## src/rtl/cpu_run_ctrl.sv

```systemverilog
`default_nettype none
// ============================================================================
//  Module   : cpu_run_ctrl
//  Purpose  : Run/debug sequencer for the single-cycle core: core reset,
//             commit gating, run/step/breakpoint/halt-opcode, retire count.
//  Revision : 1.0
// ============================================================================
module cpu_run_ctrl #(
  parameter int         ADDR_W     = 32,
  parameter int         STEP_W     = 16,
  parameter int         RST_CYCLES = 4,
  parameter logic [5:0] HALT_OP    = 6'h3F
) (
  input  logic              clk,
  input  logic              reset,
  input  logic              cmd_valid,
  output logic              cmd_ready,
  input  logic [2:0]        cmd_op,
  input  logic [31:0]       cmd_data,
  input  logic [ADDR_W-1:0] pc,
  input  logic [31:0]       inst,
  output logic              cpu_en,
  output logic              cpu_rst,
  output logic [1:0]        state,
  output logic [2:0]        halt_cause,
  output logic              bp_en,
  output logic [31:0]       retired
);

  localparam logic [1:0] c_ST_CORE_RST = 2'd0;
  localparam logic [1:0] c_ST_HALTED   = 2'd1;
  localparam logic [1:0] c_ST_RUN      = 2'd2;
  localparam logic [1:0] c_ST_STEP     = 2'd3;

  localparam logic [2:0] c_OP_RUN        = 3'd1;
  localparam logic [2:0] c_OP_HALT       = 3'd2;
  localparam logic [2:0] c_OP_STEP       = 3'd3;
  localparam logic [2:0] c_OP_SET_BP     = 3'd4;
  localparam logic [2:0] c_OP_CLR_BP     = 3'd5;
  localparam logic [2:0] c_OP_CLR_CNT    = 3'd6;
  localparam logic [2:0] c_OP_RESET_CORE = 3'd7;

  localparam logic [2:0] c_CAUSE_RESET     = 3'd0;
  localparam logic [2:0] c_CAUSE_HOST      = 3'd1;
  localparam logic [2:0] c_CAUSE_STEP_DONE = 3'd2;
  localparam logic [2:0] c_CAUSE_BP        = 3'd3;
  localparam logic [2:0] c_CAUSE_HALT_INST = 3'd4;

  localparam int                c_RC_W     = (RST_CYCLES > 1) ? $clog2(RST_CYCLES) : 1;
  localparam logic [c_RC_W-1:0] c_RST_LAST = c_RC_W'(RST_CYCLES - 1);

  logic [1:0]        r_state;
  logic [1:0]        w_state_nxt;
  logic [c_RC_W-1:0] r_rst_cnt;
  logic [2:0]        r_halt_cause;
  logic              r_bp_en;
  logic [ADDR_W-1:0] r_bp_addr;
  logic [31:0]       r_retired;
  logic [STEP_W-1:0] r_steps_left;
  logic              r_skip;

  logic              w_cmd_acc;
  logic              w_host_halt;
  logic              w_host_rst;
  logic              w_active;
  logic              w_halt_hit;
  logic              w_bp_hit;
  logic              w_rst_done;
  logic              w_step_last;
  logic [STEP_W-1:0] w_step_n;
  logic              w_unused;

  assign w_cmd_acc   = cmd_valid && cmd_ready;
  assign w_host_halt = w_cmd_acc && (cmd_op == c_OP_HALT);
  assign w_host_rst  = w_cmd_acc && (cmd_op == c_OP_RESET_CORE);
  assign w_active    = (r_state == c_ST_RUN) || (r_state == c_ST_STEP);
  assign w_halt_hit  = (inst[31:26] == HALT_OP);
  // skip masks the breakpoint for the first cycle after a resume
  assign w_bp_hit    = r_bp_en && (pc == r_bp_addr) && !r_skip;
  assign w_rst_done  = (r_rst_cnt == c_RST_LAST);
  assign w_step_last = (r_state == c_ST_STEP) && (r_steps_left == STEP_W'(1));
  assign w_step_n    = cmd_data[STEP_W-1:0];
  assign w_unused    = ^inst[25:0];

  // FSM state register
  always_ff @(posedge clk) begin
    if (reset) r_state <= c_ST_CORE_RST;
    else       r_state <= w_state_nxt;
  end

  // FSM next-state logic; host HALT/RESET_CORE outrank core-side events
  always_comb begin
    w_state_nxt = r_state;
    case (r_state)
      c_ST_CORE_RST: begin
        if (w_rst_done) w_state_nxt = c_ST_HALTED;
      end
      c_ST_HALTED: begin
        if (w_host_rst)                                          w_state_nxt = c_ST_CORE_RST;
        else if (w_cmd_acc && cmd_op == c_OP_RUN)                w_state_nxt = c_ST_RUN;
        else if (w_cmd_acc && cmd_op == c_OP_STEP && |w_step_n)  w_state_nxt = c_ST_STEP;
      end
      c_ST_RUN, c_ST_STEP: begin
        if (w_host_rst)                                  w_state_nxt = c_ST_CORE_RST;
        else if (w_host_halt || w_halt_hit || w_bp_hit)  w_state_nxt = c_ST_HALTED;
        else if (w_step_last)                            w_state_nxt = c_ST_HALTED;
      end
      default: w_state_nxt = c_ST_CORE_RST;
    endcase
  end

  // FSM outputs
  always_comb begin
    cpu_rst   = (r_state == c_ST_CORE_RST);
    cmd_ready = (r_state != c_ST_CORE_RST);
    cpu_en    = w_active && !w_halt_hit && !w_bp_hit && !w_host_halt && !w_host_rst;
  end

  always_ff @(posedge clk) begin
    if (reset) begin
      r_rst_cnt    <= '0;
      r_halt_cause <= c_CAUSE_RESET;
      r_bp_en      <= 1'b0;
      r_bp_addr    <= '0;
      r_retired    <= '0;
      r_steps_left <= '0;
      r_skip       <= 1'b0;
    end else begin
      if (r_state == c_ST_CORE_RST && !w_rst_done) r_rst_cnt <= r_rst_cnt + c_RC_W'(1);
      else                                         r_rst_cnt <= '0;

      // a core reset leaves the cause alone until the sequence completes
      if (r_state == c_ST_CORE_RST && w_rst_done) begin
        r_halt_cause <= c_CAUSE_RESET;
      end else if (w_active && !w_host_rst) begin
        if (w_host_halt)      r_halt_cause <= c_CAUSE_HOST;
        else if (w_halt_hit)  r_halt_cause <= c_CAUSE_HALT_INST;
        else if (w_bp_hit)    r_halt_cause <= c_CAUSE_BP;
        else if (w_step_last) r_halt_cause <= c_CAUSE_STEP_DONE;
      end

      if (r_state == c_ST_HALTED) r_skip <= (w_state_nxt == c_ST_RUN) || (w_state_nxt == c_ST_STEP);
      else                        r_skip <= 1'b0;

      if (r_state == c_ST_HALTED && w_state_nxt == c_ST_STEP) r_steps_left <= w_step_n;
      else if (r_state == c_ST_STEP && cpu_en)                r_steps_left <= r_steps_left - STEP_W'(1);

      if (w_cmd_acc && cmd_op == c_OP_SET_BP) begin
        r_bp_addr <= cmd_data[ADDR_W-1:0];
        r_bp_en   <= 1'b1;
      end else if (w_cmd_acc && cmd_op == c_OP_CLR_BP) begin
        r_bp_en   <= 1'b0;
      end

      if (w_cmd_acc && cmd_op == c_OP_CLR_CNT) r_retired <= '0;
      else if (cpu_en)                         r_retired <= r_retired + 32'd1;
    end
  end

  assign state      = r_state;
  assign halt_cause = r_halt_cause;
  assign bp_en      = r_bp_en;
  assign retired    = r_retired;

endmodule
`default_nettype wire

```

## config.mk

```make
export PLATFORM = sky130hd
export DESIGN_NAME = cpu_run_ctrl
export DESIGN_NICKNAME = d
export VERILOG_FILES = /design/src/rtl/cpu_run_ctrl.sv
export SDC_FILE = /design/constraint.sdc
export NUM_CORES = 1
export LEC_CHECK = 0
export BUFFER_PORTS_ARGS = -buffer_cell sky130_fd_sc_hd__buf_2
export CAP_MARGIN = 20
export CORE_ASPECT_RATIO = 2
export CORE_MARGIN = 2
export CORE_UTILIZATION = 30
export CTS_BUF_LIST = sky130_fd_sc_hd__clkbuf_2
export DETAILED_ROUTE_END_ITERATION = 8
export SYNTH_ARGS = -nofsm -noshare
export SYNTH_HDL_FRONTEND = slang
export SYNTH_SLANG_ARGS = --single-unit
```

## constraint.sdc

```tcl
create_clock -name clk -period 2.65 [get_ports clk]
set_input_delay 0.3975 -clock clk [delete_from_list [all_inputs] [get_ports clk]]
set_output_delay 0.3975 -clock clk [all_outputs]
set_load 0.01 [all_outputs]
```

[Word-level counts from Yosys, hierarchy flattened]
Cells that the tools add are included.
Operators by class
  add/sub/neg operators: 3
  equal/unequal tests: 16
  multiplexer cells: 16
  bitwise gates (word level): 2
  reduce and logical (&&, ||, !) cells: 43
Operators with widths (count)
  $add A32 B1 Y32 const B: 1
  $eq A32 B32 Y1: 1
  $mux W16: 2
  $logic_and A1 B1 Y1: 21
  $eq A16 B1 Y1 const B: 1
  $reduce_or A16 Y1: 1
  $sub A16 B1 Y16 const B: 1
  $mux W2: 7
  $eq A3 B3 Y1 const B: 4
  $mux W3: 4
  $eq A2 B2 Y1 const B: 5
  $reduce_or A2 Y1: 5
  $eq A3 B2 Y1 const B: 2
  $eq A6 B6 Y1 const B: 1
  $logic_not A1 Y1: 6
  $pmux W2 S3: 1
  $reduce_bool A2 Y1: 3
  $logic_or A1 B1 Y1: 4
  $reduce_bool A4 Y1: 1
  $eq A3 B1 Y1 const B: 1
  $add A2 B1 Y2 const B: 1
  $eq A2 B1 Y1 const B: 1
  $logic_not A2 Y1: 1
  $mux W1: 2
  other kinds (2): 3
Word-level totals
  register bits after elaboration: 89
  input bits: 102
  output and inout bits: 41
  word-level logic and storage cells: 88

[Depth between registers and ports, before layout]
Gate-level depths: netlist of run 1.
  word-level depth: 11
  depth in mapped cells: 9
  gate-level depth less buffers: 7

[Least setup slack after synthesis of run 1]
Ideal clock, no wire load.
  kind: input-to-output
  from: in pc[6]
  to: out cpu_en
  arrival: 2.026 ns
  required time: 2.253 ns
  path slack: 0.226 ns
  stages on the path: 8
  path buffers: 3
  cell sequence: xnor2_1 nand4_1 nor4_1 and3_1 clkbuf_1 buf_2 buf_2 nor2_1
On the way
  longest elaborated chain between the ends: 7
Ends and longest elaborated chain
  from (decl): RTL line 20  | input logic [ADDR_W-1:0] pc,
  $eq A32 B32 Y1: RTL line 79  | assign w_bp_hit = r_bp_en && (pc == r_bp_addr) && !r_skip;
  $logic_and A1 B1 Y1 (2 in series): RTL line 79
  $logic_not A1 Y1: RTL line 116  | cpu_en = w_active && !w_halt_hit && !w_bp_hit && !w_host_halt && !w_host_rst;
  $logic_and A1 B1 Y1 (3 in series): RTL line 116
  to (decl): RTL line 22  | output logic cpu_en,
Every way passes these cells.

[Final worst setup path of run 1]
  from: reg r_retired[0] (netlist: retired[0])
  to: reg r_retired[26] (netlist: retired[26])
On the way
  longest elaborated chain between the ends: 1
Ends and longest elaborated chain
  from (decl): RTL line 58  | logic [31:0] r_retired;
  from (signal assigned): RTL line 156  | else if (cpu_en) r_retired <= r_retired + 32'd1;
  $add A32 B1 Y32: RTL line 156
Every way passes these cells.
A chain may end at the register's enable or synchronous reset.

==> run_results.csv, run 1 <==
group,metric,value,unit
setup_path,worstSetupPathType,"flop to flop",
pwr,pwr-share-comb,11.7,%
setup_path,slowest_stage,"or4_1",
setup_path,crit_arrival,3000,ps
pwr,swShare,28.01,%
finish,final.fill_count,1571,
setup_path,crit_path_end_kind,"flop",
cts,clock_path_buffers,2,
logic_synthesis,synth-edff-count,0,
logic_synthesis,synthesis.area,4613,um2
hold_path,min_from,"cmd_data[11]",
routing,routed_wl,13.16,mm
setup_path,worst-path-max-fanout,15,
placement,dp.cells,878,
setup_path,cp-start-kind,"flop",
routing,drc,0,
pwr,p_switching,0.0006714,W
finish,design_area,5964,um2
pwr,intPower,0.001725,W
hold_path,hold_class,"input port to flop",
setup_path,reg2reg_from,"retired[0]",
cts,h-tree-depth,3,
hold_path,whs_endpoint,"r_bp_addr[11]",
logic_synthesis,ys_seq_elements,89,
grt,grtUsageMet1,20.14,%
pwr,ir_drop,471.2,uV
routing,first_pass_iters,4,
flow_run,drv_cap,0,
die,ioPinCount,143,
finish,nets,822,
finish,area_growth,29.29,%
logic_synthesis,synthArstFlopShare,0,%
grt,grt_antenna_before_repair,1,
timing,final_max_slew_viol_count,0,
grt,grt_max_degree,38,
cts,cts_made_buffers,9,
pwr,pwr-share-clk,31.1,%
pwr,pwr-share-seq,57.2,%
cts,cts_tree,"yes",
logic_synthesis,synth_ff_type,"dfxtp_1",
finish,final_core_util,39.41,%
finish,layout_commonest_cell,"buf_2",
setup_path,crit_chain,"ha_1 > nand2_1 > or4_1 > a311o_1 > or4_1 > nand2_1",
finish,final_cell_mix,"buf_2 (115), nand2_1 (109), dfxtp_1 (82), a21oi_1 (45), or4_1 (29)",
logic_synthesis,synth_top_area_share,38.62,%
routing,drt-initial-drc-count,220,
placement,io_buffer_count,116,
status,status,"completed",
die,die_h,179.4,um
die,rows,64,
pwr,p_per_area,401.8,nW/um2
grt,grt-busiest-layer,"met2",
timing,hold_viol_final,0,
routing,wl_per_cell,14.31,um
routing,ant_nets,0,
timing,timing.fmax,0.4018,GHz
die,core,15130,um2
logic_synthesis,synthesis.nets,678,
setup_path,max_stage_delay,530,ps
placement,hpwl,9.448,mm
die,dieArea,16450,um2
logic_synthesis,synth_cells,572,
pwr,p_leak,2.231,nW
grt,use_met2,25.77,%
placement,place_area,5524,um2
placement,gp_congestion,0.8024,
logic_synthesis,avgSynthCellArea,8.065,um2
cts,cts-root-buf,"clkbuf_2",
timing,fin_setup_tns,0,ps
grt,grt.total_usage,15.45,%
logic_synthesis,ys_types,50,
logic_synthesis,yosysSeqAreaShare,38.62,%
cts,clock_latency,560,ps
timing,period_minus_slack,2489,ps
setup_path,crit_path_start,"retired[0]",
logic_synthesis,synth_top_area_cell,"dfxtp_1",
routing,vias,4731,
logic_synthesis,synthTopCellsByArea,"dfxtp_1 (39%), nand2_1 (9.0%), xnor2_1 (5.9%)",
cts,clkSlewWorstSetupHoldPaths,260,ps
hold_path,holdPathStages,3,
grt,grt_use_met3,2.886,%
setup_path,timing.rr.end,"retired[26]",
timing,slew_headroom,60.27,%
routing,viasPerCell,5.142,
grt,grt_pass1_wl,20.49,mm
timing,finClkSkew,44.04,ps
cts,cts.sinks,89,
die,die_width,91.69,um
setup_path,r2r_slack,160,ps
finish,final_cells,920,
timing,worst_pin_slew,596.0,ps
grt,grt-ovfl-total,0,
die,initial_core_util,30.48,%
grt,grt_pass1_vias,4235,
logic_synthesis,yosysWarnings,0,
timing,post-route-period-util,93.91,%
setup_path,r2r_cells,6,
finish,drive_gt1_share,25.94,%
timing,finalSetupViolCount,0,
setup_path,cp.required,3160,ps
==> repair_timing <==
action / in CTS / in global routing
resized for setup: 7 / 12
cloned: 0 / 0
endpoints found under the hold margin: 17 / 6
hold buffers: 17 / 6
pin swaps: 1 / 4
buffers inserted: 1 / 1
setup endpoints to repair: 1 / 1
==> routing by layer <==
metal,share of wire (%),vias to the layer above
met5,0,-
met4,1.1,0
met3,4.3,11
met2,50,122
met1,45,2227
li1,-,2371
==> stage by stage <==
| stage | worst slack, ps | total power, W | hold WS, ps |
|---|---|---|---|
| after floorplan | 226.3 | 0.001522 | 408.0 |
| after global placement | 115.1 | 0.001639 | 413.3 |
| after detailed placement | 85.82 | 0.001644 | 430.8 |
| after CTS | 25.35 | 0.002429 | 4.023 |
| after global routing | -18.43 | 0.002529 | 0.8476 |
| final | 161.4 | 0.002396 | 76.45 |
==> critical path: cells and delay by family, from the launching register on <==
family | cells | cell delay, ps
simple gates | 4 | 1170
compound gates | 1 | 480
fa+ha+maj | 1 | 310
flops | 1 | 490
==> logic make-up (layout without fill, tap and decap cells) <==
| logic type | Yosys count | after routing | synth area share [%] |
|---|---|---|---|
| AND/OR/NAND/NOR | 276 | 276 | 31.03 |
| AO/OA/AOI/OAI | 109 | 109 | 15.60 |
| flip-flops | 89 | 89 | 38.62 |
| buffers and inverters | 45 | 194 | 3.932 |
| XOR/XNOR | 33 | 33 | 6.265 |
| multiplexers | 16 | 16 | 3.472 |
| adder cells (fa/ha/maj) | 4 | 4 | 1.085 |
| other | 0 | 1 | 0 |
==> registers in the layout, indices dropped and copies added, names as in the netlist <==
register      cells
r_bp_addr        32
retired          32
r_steps_left     16
halt_cause        3
r_rst_cnt         2
state             2
bp_en             1
r_skip            1
==> synthesized netlist by cell type (3+ instances only) <==
master,number
nand2b_1,17
or2_2,4
or3_1,17
and3_1,3
mux2i_1,16
nor4_1,9
a21oi_1,45
inv_1,10
nor2_1,26
o21ai_0,9
nand2_1,110
dfxtp_1,89
ha_1,4
nand3_1,13
nor4b_1,9
xnor2_1,31
buf_2,3
o31ai_1,17
a311oi_1,12
o211ai_1,6
clkbuf_1,29
a31oi_1,5
nor3b_1,3
nor3_1,10
or4_1,29
nand4_1,18
==> how the worst max path moves through the flow <==
stage | endpoint | cells after the start
floorplan | cpu_en | 8
global placement | retired[26] | 7
detailed placement | r_steps_left[10] | 7
CTS | cpu_en | 7
global route | cpu_en | 7
finish | retired[26] | 6
==> power groups by stage <==
stage               sequential [W]  combinational, W  clock, W
finish                     0.00137          0.000280  0.000745
CTS                        0.00137          0.000269  0.000788
global placement           0.00139          0.000245         0
detailed placement         0.00140          0.000249         0
global route               0.00138          0.000309  0.000845
floorplan                  0.00140          0.000126         0
==> layout make-up <==
class                   count  area, um2  area share, %
multi-input cells         438       2719          45.58
diodes                      1      2.502        0.04196
inverters                  10      37.54         0.6293
clock buffers               9      45.04         0.7552
repair buffers            168       1047          17.56
well taps                 198      247.7          4.154
flip-flops and latches     89       1790          30.02
clock inverters             7      75.07          1.259
Note: power is estimated with default switching activity, not from simulation.
==> run 2, diff against run 1 <==
Settings changed: ABC_AREA set to 1.
==> run_results.csv, run 2 <==
group,metric,value,unit
setup_path,crit_path_end_kind,"output pin",
finish,final_cell_mix,"nand2_1 (207), buf_2 (116), inv_1 (102), nor2_1 (90), dfxtp_1 (85)",
die,core,16680,um2
timing,finalSetupViolCount,0,
die,die_h,188.6,um
setup_path,crit_arrival,2060,ps
setup_path,r2r_slack,350,ps
die,die_width,96.30,um
finish,nets,1030,
cts,cts_made_buffers,9,
routing,drc,0,
routing,first_pass_iters,4,
pwr,p_switching,0.0006453,W
die,dieArea,18160,um2
pwr,swShare,27.75,%
placement,place_area,5882,um2
placement,io_buffer_count,116,
pwr,p_leak,2.770,nW
setup_path,crit_chain,"nor2_4 > inv_2 > nand2_1 > inv_2 > nand2_2 > nor2_2 > nor2_4 > nand3_4 > inv_6 > buf_2",
logic_synthesis,synth_cells,796,
logic_synthesis,synth_ff_type,"dfxtp_1",
finish,multi_input_area,2835,um2
hold_path,hold_class,"input port to flop",
cts,clock_latency,580,ps
logic_synthesis,synthTopCellsByCount,"nand2_1 (207), inv_1 (102), nor2_1 (92), dfxtp_1 (89), a21oi_1 (71)",
grt,grt_pass1_wl,24.92,mm
logic_synthesis,ys_types,36,
routing,vias,5402,
logic_synthesis,synthesis.area,5111,um2
timing,fin_setup_tns,0,ps
pwr,pwr-share-comb,9.9,%
setup_path,slowest_stage,"dfxtp_4",
finish,final.fill_count,1865,
logic_synthesis,synth.most_common_cell,"nand2_1",
finish,area_growth,21.71,%
die,initial_core_util,30.64,%
placement,hpwl,12.27,mm
timing,post-route-period-util,92.58,%
timing,period_minus_slack,2453,ps
logic_synthesis,synth_top_family_by_area,"simple AND/OR/NAND/NOR gates",
timing,timing.fmax,0.4076,GHz
finish,layout_commonest_cell,"nand2_1",
logic_synthesis,avgSynthCellArea,6.421,um2
pwr,p_per_area,373.8,nW/um2
timing,hold_viol_final,0,
pwr,pwr-share-seq,58.6,%
logic_synthesis,ys_seq_elements,89,
timing,worst_pin_slew,979.4,ps
cts,cts_tree,"yes",
flow_run,drv_cap,0,
grt,grt_antenna_before_repair,1,
setup_path,max_stage_delay,440,ps
pwr,ir_drop,216.3,uV
routing,drt-initial-drc-count,127,
placement,gp_congestion,0.9985,
cts,cts-root-buf,"clkbuf_2",
cts,clock_path_buffers,2,
routing,viasPerCell,4.751,
logic_synthesis,synthMuxAreaShare,0,%
grt,grt_max_degree,44,
setup_path,cp.required,2250,ps
logic_synthesis,synth-simple-area-share,33.90,%
setup_path,cp_num_buf_inv,4,
finish,regArea,1789,um2
finish,design_area,6221,um2
timing,slew_headroom,34.64,%
logic_synthesis,synth-edff-count,0,
pwr,intPower,0.001680,W
die,ioPinCount,143,
timing,rsz0062_at_grt,"false",
grt,grt-ovfl-total,0,
routing,wl_per_cell,13.80,um
routing,ant_nets,0,
logic_synthesis,synth_fa_ha_area_share,0.9792,%
setup_path,worstSetupPathType,"flop to output pin",
grt,grt_pass1_vias,5331,
status,status,"completed",
logic_synthesis,synth_top_area_cell,"dfxtp_1",
setup_path,worst-path-max-fanout,14,
cts,h-tree-depth,3,
logic_synthesis,synth_compound_area_share,13.29,%
routing,routed_wl,15.70,mm
logic_synthesis,synthesis.nets,902,
cts,clkSlewWorstSetupHoldPaths,280,ps
pwr,pwr-share-clk,31.5,%
logic_synthesis,synth_xor_xnor_area_share,6.512,%
cts,cts.sinks,89,
logic_synthesis,synthTopCellsByArea,"dfxtp_1 (35%), nand2_1 (15%), inv_1 (7.5%)",
setup_path,path_delay_family,"simple AND/OR/NAND/NOR gates",
finish,drive_gt1_share,17.98,%
timing,finClkSkew,37.88,ps
timing,final_max_slew_viol_count,0,
logic_synthesis,yosysSeqAreaShare,34.86,%
logic_synthesis,yosysWarnings,0,
die,rows,67,
setup_path,cp-start-kind,"flop",
logic_synthesis,synth_top_area_share,34.86,%
grt,grt.total_usage,17.85,%
logic_synthesis,synthArstFlopShare,0,%
[run 2: cell type report]
class | count | share of cell area [%]
tap | 207 | 4.163
clock buffer | 9 | 0.7241
clock inverter | 7 | 1.106
timing repair buffer | 142 | 13.15
inverter | 106 | 6.476
antenna | 1 | 0.04023
sequential | 89 | 28.76
multi-input combinational | 576 | 45.58
[run 2: through the flow]
step	instances	util (%)	setup WS [ps]	power [W]	hold slack (ps)
2_1_floorplan	796	-	820.1	0.001493	397.3
3_5_place_dp	1103	35.26	147.7	0.001601	412.1
3_3_place_gp	1103	35.26	215.7	0.001597	409.3
5_1_grt	1137	37.29	0.6732	0.002442	29.36
4_1_cts	1136	37.04	9.021	0.002371	0.2733
6_report	1137	37.29	196.7	0.002325	78.45
[run 2: tightest hold or removal path, delay by kind of cell]
kind / cells / cell delay (ps)
compound gates: 2 / 180
buf+inv: 1 / 70
[run 2: timing repair]
action                     in CTS  in global routing
hold buffers                   17                  0
gates cloned                    0                  0
gates resized for setup         5                 10
hold endpoints to repair       19                  0
setup endpoints to repair       1                  2
pin swaps                       0                  1
setup buffers                   0                  0
[run 2: path summary, 6_finish.rpt]
path                start              end  depth (start not counted)
max              state[1]           cpu_en                         10
max reg2reg      state[1]  r_steps_left[9]                         13
min reg2reg  r_rst_cnt[0]     r_rst_cnt[0]                          1
min          cmd_data[20]    r_bp_addr[20]                          3
[run 2: routing by layer]
layer  routed length, um  part of all wire (%)  vias up  track usage [%]
li1                    -                     -     2796                -
met1                5214                    33     2440            15.78
met2                9273                    59      122            35.68
met3                 428                   2.7       44            2.199
met4                 779                   5.0        0            10.62
met5                   0                     0        -                0
[run 2: cells by family after synthesis]
group	after synthesis
AO/OA/AOI/OAI	132
AND/OR/NAND/NOR	402
adder cells (fa/ha/maj)	4
XOR/XNOR	38
flip-flops	89
buffers and inverters	131
[run 2: power groups by stage]
stage | Combinational, W | Sequential, W | Clock [W]
finish | 0.000231 | 0.00136 | 0.000731
floorplan | 0.000104 | 0.00139 | 0
global placement | 0.000211 | 0.00139 | 0
detailed placement | 0.000214 | 0.00139 | 0
CTS | 0.000234 | 0.00136 | 0.000774
global route | 0.000261 | 0.00137 | 0.000815
==> run 3, diff against run 2 <==
--- a/config.mk
+++ b/config.mk
@@ -10,8 +10,8 @@
 export CAP_MARGIN = 20
 export CORE_ASPECT_RATIO = 2
-export CORE_MARGIN = 2
-export CORE_UTILIZATION = 30
+export CORE_UTILIZATION = 50
 export CTS_BUF_LIST = sky130_fd_sc_hd__clkbuf_2
 export DETAILED_ROUTE_END_ITERATION = 8
+export PLACE_DENSITY = 0.77
 export SYNTH_ARGS = -nofsm -noshare
 export SYNTH_HDL_FRONTEND = slang
==> constraint.sdc (replaced) <==
create_clock -name clk -period 2.65 [get_ports clk]
set_input_delay 0.6625 -clock clk [delete_from_list [all_inputs] [get_ports clk]]
set_output_delay 0.6625 -clock clk [all_outputs]
set_load 0.01 [all_outputs]
==> run_results.csv, run 3 (synthesized netlist as in run 2, its figures left out) <==
group,metric,value,unit
finish,regArea,1789,um2
routing,ant_nets,0,
cts,h-tree-depth,3,
cts,cts_hold_buf,0,
grt,grt.total_usage,26.57,%
pwr,ir_drop,317.5,uV
setup_path,worst-path-max-fanout,3,
timing,slew_headroom,37.22,%
finish,area_growth,18.82,%
cts,cts.sinks,89,
grt,grt_max_degree,44,
finish,design_area,6073,um2
setup_path,worstSetupPathType,"flop to output pin",
placement,hpwl,10.65,mm
finish,multi_input_area,2823,um2
die,die_h,145.0,um
timing,hold_ws,271.8,ps
routing,routed_wl,13.62,mm
grt,grt_pass1_vias,5126,
status,status,"completed",
routing,first_pass_iters,5,
timing,hold_viol_final,0,
grt,grt_antenna_before_repair,1,
timing,worst_pin_slew,940.7,ps
die,core,9827,um2
routing,drc,0,
setup_path,cp-start-kind,"flop",
setup_path,path_delay_family,"simple AND/OR/NAND/NOR gates",
pwr,p_per_area,387.2,nW/um2
finish,drive_gt1_share,20.02,%
routing,viasPerCell,5.071,
cts,cts_made_buffers,9,
die,die_width,73.49,um
timing,finalSetupViolCount,0,
pwr,p_leak,2.780,nW
cts,cts-root-buf,"clkbuf_2",
cts,clkSlewWorstSetupHoldPaths,240,ps
timing,rsz0062_at_grt,"true",
setup_path,crit_chain,"inv_2 > nand2_1 > nand2_1 > inv_1 > nand2_1 > nor2_1 > nand2_1 > nor2_4 > nand3_2 > nand3_2 > inv_2 > buf_6",
flow_run,drv_cap,0,
routing,drt-initial-drc-count,209,
timing,final_max_slew_viol_count,0,
timing,finClkSkew,28.98,ps
cts,clock_latency,590,ps
routing,vias,5360,
setup_path,max_stage_delay,410,ps
hold_path,hold_class,"input port to flop",
setup_path,crit_path_end_kind,"output pin",
die,rows,51,
setup_path,cp.required,1990,ps
die,dieArea,10650,um2
placement,gp_congestion,0.9883,
grt,grt-ovfl-total,0,
setup_path,cp_common_cell,"nand2_1",
setup_path,cp_num_buf_inv,4,
timing,period_minus_slack,2568,ps
placement,dp.cells,1034,
finish,final_core_util,61.80,%
die,ioPinCount,143,
timing,post-route-period-util,96.89,%
placement,place_area,5846,um2
die,initial_core_util,52.01,%
setup_path,slowest_stage,"dfxtp_2",
cts,clock_path_buffers,2,
finish,final.fill_count,1027,
finish,layout_commonest_cell,"nand2_1",
finish,final_cell_mix,"nand2_1 (207), buf_2 (115), inv_1 (101), nor2_1 (90), dfxtp_1 (83)",
routing,wl_per_cell,12.89,um
finish,final_cells,1057,
setup_path,crit_arrival,1910,ps
placement,io_buffer_count,116,
finish,nets,1026,
cts,cts_tree,"yes",
timing,timing.fmax,0.3895,GHz
grt,grt_pass1_wl,22.05,mm
run 3: worst paths after layout:
| check | from | cells past startpoint | endpoint | slack [ps] |
|---|---|---|---|---|
| setup / recovery | r_bp_addr[15] | 12 | cpu_en | 80 |
| hold / removal | cmd_data[22] | 3 | r_bp_addr[22] | 270 |
| setup reg to reg | state[1] | 14 | r_steps_left[9] | 330 |
| hold reg to reg | r_rst_cnt[0] | 1 | r_rst_cnt[0] | 450 |
run 3: what timing repair did:
item / CTS / global route
endpoints found under the setup margin: 1 / 1
pin swaps: 0 / 5
buffers inserted: 1 / 6
gates resized for setup: 3 / 11
run 3: cell type report:
class	count	area share (%)
sequential	89	29.46
antenna	1	0.04120
timing repair buffer	138	12.59
clock inverter	5	1.339
clock buffer	10	0.8241
inverter	106	6.551
tap	132	2.719
multi-input combinational	576	46.48
run 3: tightest hold or removal path: cells and delay by family:
| kind | cells | cell delay, ps |
|---|---|---|
| and+or+nand+nor | 2 | 110 |
| buffers and inverters | 1 | 80 |
run 3: power breakdown:
| group | switching (W) | internal (W) | leakage (nW) |
|---|---|---|---|
| Combinational | 0.000117 | 0.0000897 | 1.98 |
| Sequential | 0.00000746 | 0.00136 | 0.720 |
| Clock | 0.000472 | 0.000310 | 0.0780 |
| Total | 0.000596 | 0.00176 | 2.78 |
run 3: metrics by stage:
stage          setup TNS [ps]  worst slack [ps]  total power, W
2_1_floorplan               0             409.9        0.001493
3_3_place_gp                0             111.1        0.001589
3_5_place_dp                0             14.10        0.001592
4_1_cts                     0             13.16        0.002369
5_1_grt                -42.05            -42.05        0.002449
6_report                    0             82.34        0.002352
run 3: layer usage:
metal	global-route usage, %	share of wire [%]
met5	0	0
met1	24.15	34
met2	51.15	57
met3	4.583	3.6
met4	15.67	4.9
